===== src/rtl/delay_event_gen.sv =====
// Programmable delayed-event generator: a start sampled at edge T makes evt_level
// sampled high at edge T+delay, matching nexttime[delay] semantics.
module delay_event_gen #(
    parameter int CNT_W  = 8,
    parameter int FCNT_W = 8
) (
    input  logic              clk,
    input  logic              rst,
    input  logic              start,
    input  logic [CNT_W-1:0]  delay,
    input  logic              clear,
    output logic              evt_level,
    output logic              evt_pulse,
    output logic              busy,
    output logic [CNT_W-1:0]  cycles_left,
    output logic              overrun,
    output logic              zero_req,
    output logic [FCNT_W-1:0] fire_cnt
);

    typedef enum logic [1:0] {IDLE, ARMED, FIRED} state_t;

    state_t              state_reg, state_next;
    logic                evt_level_reg, evt_level_next;
    logic                evt_pulse_reg, evt_pulse_next;
    logic                busy_reg, busy_next;
    logic [CNT_W-1:0]    cycles_left_reg, cycles_left_next;
    logic                overrun_reg, overrun_next;
    logic                zero_req_reg, zero_req_next;
    logic [FCNT_W-1:0]   fire_cnt_reg, fire_cnt_next;

    logic accept_start;
    logic short_delay;
    logic count_done;

    assign accept_start = start && (state_reg != ARMED);
    // delay 0 is promoted to 1, so both fire on the start edge itself
    assign short_delay  = (delay <= CNT_W'(1));
    // the count is loaded with E at the start edge, so firing happens when it shows 2
    assign count_done   = (cycles_left_reg <= CNT_W'(2));

    always_ff @(posedge clk or posedge rst) begin
        if (rst) begin
            state_reg       <= IDLE;
            evt_level_reg   <= 1'b0;
            evt_pulse_reg   <= 1'b0;
            busy_reg        <= 1'b0;
            cycles_left_reg <= '0;
            overrun_reg     <= 1'b0;
            zero_req_reg    <= 1'b0;
            fire_cnt_reg    <= '0;
        end else begin
            state_reg       <= state_next;
            evt_level_reg   <= evt_level_next;
            evt_pulse_reg   <= evt_pulse_next;
            busy_reg        <= busy_next;
            cycles_left_reg <= cycles_left_next;
            overrun_reg     <= overrun_next;
            zero_req_reg    <= zero_req_next;
            fire_cnt_reg    <= fire_cnt_next;
        end
    end

    always_comb begin
        state_next = state_reg;
        if (clear) begin
            state_next = IDLE;
        end else if (accept_start) begin
            state_next = short_delay ? FIRED : ARMED;
        end else if (state_reg == ARMED && count_done) begin
            state_next = FIRED;
        end
    end

    always_comb begin
        evt_level_next   = evt_level_reg;
        evt_pulse_next   = 1'b0;
        cycles_left_next = cycles_left_reg;
        overrun_next     = overrun_reg;
        zero_req_next    = zero_req_reg;
        fire_cnt_next    = fire_cnt_reg;
        if (clear) begin
            evt_level_next   = 1'b0;
            cycles_left_next = '0;
            overrun_next     = 1'b0;
            zero_req_next    = 1'b0;
        end else if (accept_start) begin
            if (delay == '0) begin
                zero_req_next = 1'b1;
            end
            if (short_delay) begin
                evt_level_next   = 1'b1;
                evt_pulse_next   = 1'b1;
                cycles_left_next = '0;
                fire_cnt_next    = fire_cnt_reg + FCNT_W'(1);
            end else begin
                evt_level_next   = 1'b0;
                cycles_left_next = delay;
            end
        end else if (state_reg == ARMED) begin
            if (start) begin
                overrun_next = 1'b1;
            end
            if (count_done) begin
                evt_level_next   = 1'b1;
                evt_pulse_next   = 1'b1;
                cycles_left_next = '0;
                fire_cnt_next    = fire_cnt_reg + FCNT_W'(1);
            end else begin
                cycles_left_next = cycles_left_reg - CNT_W'(1);
            end
        end
        busy_next = (state_next == ARMED);
    end

    assign evt_level   = evt_level_reg;
    assign evt_pulse   = evt_pulse_reg;
    assign busy        = busy_reg;
    assign cycles_left = cycles_left_reg;
    assign overrun     = overrun_reg;
    assign zero_req    = zero_req_reg;
    assign fire_cnt    = fire_cnt_reg;

endmodule

===== config.mk =====
export PLATFORM = sky130hd
export DESIGN_NAME = delay_event_gen
export DESIGN_NICKNAME = d
export VERILOG_FILES = /design/src/rtl/delay_event_gen.sv
export SDC_FILE = /design/constraint.sdc
export NUM_CORES = 1
export LEC_CHECK = 0
export CORE_MARGIN = 5
export CORE_UTILIZATION = 55
export CTS_BUF_LIST = sky130_fd_sc_hd__clkbuf_4
export CTS_CLUSTER_SIZE = 12
export DETAILED_ROUTE_END_ITERATION = 8
export GPL_ROUTABILITY_DRIVEN = 0
export GPL_TIMING_DRIVEN = 0
export MAX_ROUTING_LAYER = met4
export PLACE_DENSITY = 0.85
export SLEW_MARGIN = 5
export SYNTH_ARGS = -nofsm -noshare
export SYNTH_HDL_FRONTEND = slang
export SYNTH_SLANG_ARGS = --single-unit
export TNS_END_PERCENT = 1

===== constraint.sdc =====
create_clock -name clk -period 2.9 [get_ports clk]
set_input_delay 0.87 -clock clk [delete_from_list [all_inputs] [get_ports clk]]
set_output_delay 0.87 -clock clk [all_outputs]
set_load 0.01 [all_outputs]

# Word level (Yosys, flattened, before mapping)
# Cells that the tools add are included.
[totals] mem_count=0 romBits=0 elab_cells=62 ff_bits=23 ram_bits=0 latchBits=0 in_bits=12 output_inout_bits=21
[classes] n_shift=0 bitwise=1 reduce_logical=15 addsub=2 muxes=29 order_cmp=2 mul=0 div_mod_pow=0 n_eq_ne=5
[ops] cell="$mux 8" count=9
[ops] cell="$mux 1" count=16
[ops] cell="$reduce_bool 2->1" count=6
[ops] cell="$add 8x1->8 const B" count=1
[ops] cell="$le 8x1->1 const B" count=1
[ops] cell="$le 8x2->1 const B" count=1
[ops] cell="$logic_not 8->1" count=1
[ops] cell="$mux 2" count=4
[ops] cell="$sub 8x1->8 const B" count=1
[ops] cell="$reduce_bool 3->1" count=2
[ops] cell="$eq 2x1->1 const B" count=2
[ops] cell="$ne 2x1->1 const B" count=2
[ops] cell="$reduce_and 2->1" count=2
[ops] cell="$reduce_and 4->1" count=1
[ops] cell="$reduce_and 3->1" count=1
[ops] cell="$logic_and 1x1->1" count=2
[ops] cell="$ne 2x2->1 const B" count=1
[ops] cell="$not 1->1" count=1

# Longest topological paths before layout
[logic_depth] word_depth=6 mapped_depth=6 ltp_nobuf=6

# Worst setup path before layout
# Ideal clock, no wire load.
[synth_path] path_type="input to register" from="input port delay[7]" to="register fire_cnt_reg[1], in the netlist fire_cnt[1]" t_arrival_ns=1.988 slack_ns=0.785 stages=4 required_time_ns=2.772 setup_time_ns=0.128 cell_sequence="nor4_4 nand4_4 a21oi_2 mux2_1"
[synth_via] elab_chain_len=3
[synth_lines] item="start: declaration" line="10" source="input logic [CNT_W-1:0] delay,"
[synth_lines] item="$le 8x1->1" line="38" source="assign short_delay = (delay <= CNT_W'(1));"
[synth_lines] item="$ne 2x1->1 (no source line)"
[synth_lines] item="$reduce_and 4->1 (no source line)"
[synth_lines] item="end signal: assignment" line="60" source="fire_cnt_reg <= fire_cnt_next;"
[synth_lines] item="end: declaration" line="30" source="logic [FCNT_W-1:0] fire_cnt_reg, fire_cnt_next;"
# Every way passes these cells.
# A chain may end at the register's enable or synchronous reset.

# Final worst setup path
# Ends and elaborated chain as after synthesis.

==> results.md <==
* Outcome: complete, no violations
* Cells after Synth at 130
* Congestion Overflow GR at 0
* Clock sinks at 23
* Avg WL per Cell at 17.1 um
* Layout cell share with drive strength beyond 1 at 0.115
* Leading area contributor after synthesis: dfrtp_1
* Initial DRC Count at 47
* CP endpoint kind: register
* Max-slew headroom at 0.425
* WL met3 at 200 um
* Die area at 3550 um2
* Most frequent cell after synthesis: dfrtp_1
* Pwr Density at 630 nW/um2
* Via density at 6.11
* Synth Area per Inst at 10.4 um2
* Hold Crit Class: register to register
* CP max FO at 7
* Power Total at 0.00109 W
* N_diodes at 0
* Largest net degree at the start of global routing at 24
* Layout fillers at 167
* P_leak at 0.685 nW
* Post-synthesis sequential area ratio at 0.426
* IO Pins at 33
* Achievable Freq at 407 MHz
* Post_cts resized at 0
* WL met1 at 1.35 mm
* Core Box Area at 2410 um2
* Async SR Flop Fraction at 1.00
* Type of the worst setup path: input port to register
* DPL Wire Length at 2.45 mm
* Clk pin slew, worst setup/hold paths at 0.13 ns
* # setup viols final at 0
* Nets at 181
* Starting density of the core at 0.561
* Synth Cell Area at 1350 um2
* Post-synth top cells: dfrtp_1, a21oi_1, inv_1
* Most used DFF post-synth: dfrtp_1
* Initial antenna violation count at 0
* Postcts setup bufs at 0
* Hold Buf Count CTS at 0
* Max rail drop VDD at 0.449 mV
* Slew Limit Fails at 0
* Synth area leaders: dfrtp_1, xor2_1, a21oi_1
* Tcrit/Tclk final at 0.848
* Clk buf depth at 2
* Die width at 59.6 um
* Top sig layer: met4
* Total CTS buffers at 3
* Worst EP arrival at 2.66 ns
* Detailed-route wire length at 3.33 mm
* Minimum clock period at 2.46 ns
* Synth warn at 0
* # DRC at 0
* Die Y at 59.6 um
* # Max-Cap Violations at 0
* Number of routed nets with antenna violations at 0
* Yosys top cell area share at 0.426
* Post-synth EDFFs at 0
* TritonCTS clock tree: built
* Via Count at 1,192
* Worst-Margin Slew at 0.862 ns
* Port Buf Inserts at 31
* H-tree lvl count at 1
* RSZ-0062 raised after global routing: false
* Post-synth net total at 145
* Setup TNS after final layout at 0 ns
* CP Data Required Time at 3.10 ns
* Distinct cells, synth at 42
* Clock Latency Late Sink at 0.31 ns
* CTS root buffer: clkbuf_4
* Hold Fails Final Rpt at 0
* Drt first pass iters at 4
* GRT Util Overall at 0.213
* CP Launch Type: input port
* Area growth, synth to finish at 27.8%
* Number of global-route vias before repair at 1,205
* Met2 wire len at 1.73 mm
* Post-synthesis register bit count at 23
* Clock skew at 0.00253 ns
* Core Rows at 18
* First-pass GRT wire length at 5.53 mm
[path summary, 6_finish.rpt]
kind / start / to / slack (ns) / cells after the start
setup / recovery: delay[7] / fire_cnt[1] / 0.44 / 5
hold / removal: fire_cnt[7] / fire_cnt[7] / 0.49 / 1
hold reg to reg: fire_cnt[7] / fire_cnt[7] / 0.49 / 1
setup reg to reg: cycles_left[0] / fire_cnt[1] / 0.95 / 6
max in group asynchronous: rst / fire_cnt[4] / 1.35 / 2
min in group asynchronous: rst / overrun / 1.03 / 2
[cell type report]
class                   count  area [um2]  area share
plain buffers               5        21.3      0.0123
clock buffers               3        22.5      0.0130
clock inverters             1        5.00     0.00290
inverters                   9        33.8      0.0196
multi-input cells          93         721       0.417
flip-flops and latches     23         576       0.333
well taps                  30        37.5      0.0217
repair buffers             31         310       0.180
[per-layer routing]
metal | up-vias | GRT usage
met3 | 6 | 0.0261
met5 | - | -
met4 | 0 | 0.0759
met1 | 589 | 0.258
li1 | 554 | -
met2 | 43 | 0.362
[placed cells by master, fill, tap and decap left out, types with 2 or more instances in the layout]
cell / instances
nor4_1: 2
inv_1: 9
a31oi_1: 2
o32ai_1: 2
o21a_1: 2
nor4_4: 2
clkdlybuf4s50_1: 31
ha_1: 3
buf_2: 2
mux2_2: 2
a211oi_1: 4
dfrtp_1: 23
o21ai_0: 5
xor2_1: 7
nor2_1: 6
clkbuf_1: 3
clkbuf_4: 3
nand2_1: 7
a21oi_1: 11
nand3_1: 5
nand2b_1: 5
a2111oi_2: 3
nor3_1: 3
nand4_4: 2
[worst max-delay path: stages]
cell and delay (ns):
clkdlybuf4s50_1 0.47, nor4_4 0.41, nand4_4 0.24, a21oi_2 0.31
mux2_1 0.36
[kinds of logic (layout without fill, tap and decap cells)]
| group | after synthesis | count (layout) | share of synthesized area |
|---|---|---|---|
| buffers and inverters | 14 | 49 | 0.0407 |
| XOR/XNOR | 7 | 7 | 0.0454 |
| AND/OR/NAND/NOR | 40 | 40 | 0.206 |
| AO/OA/AOI/OAI | 40 | 40 | 0.230 |
| multiplexers | 3 | 3 | 0.0250 |
| adder cells (fa/ha/maj) | 3 | 3 | 0.0278 |
| flip-flops | 23 | 23 | 0.426 |
[report_power, final]
group          leakage [nW]  total [W]  switching (W)  internal, W
logic                 0.374   0.000463       0.000239     0.000224
clock network        0.0177   0.000151      0.0000991    0.0000514
registers             0.294   0.000474      0.0000915     0.000383
total                 0.685    0.00109       0.000429     0.000659
[per-stage QoR]
step                std cells  utilization  worst slack, ns  hold WS (ns)  area [um2]
global route              195        0.717            0.392         0.524        1730
CTS                       195        0.717            0.425         0.483        1730
finish                    195        0.717            0.442         0.487        1730
floorplan                 130            -            0.785         0.456        1350
detailed placement        191        0.705           0.0905         0.465        1700
global placement          191        0.705            0.147         0.459        1700
(Power assumes the default switching activity.)
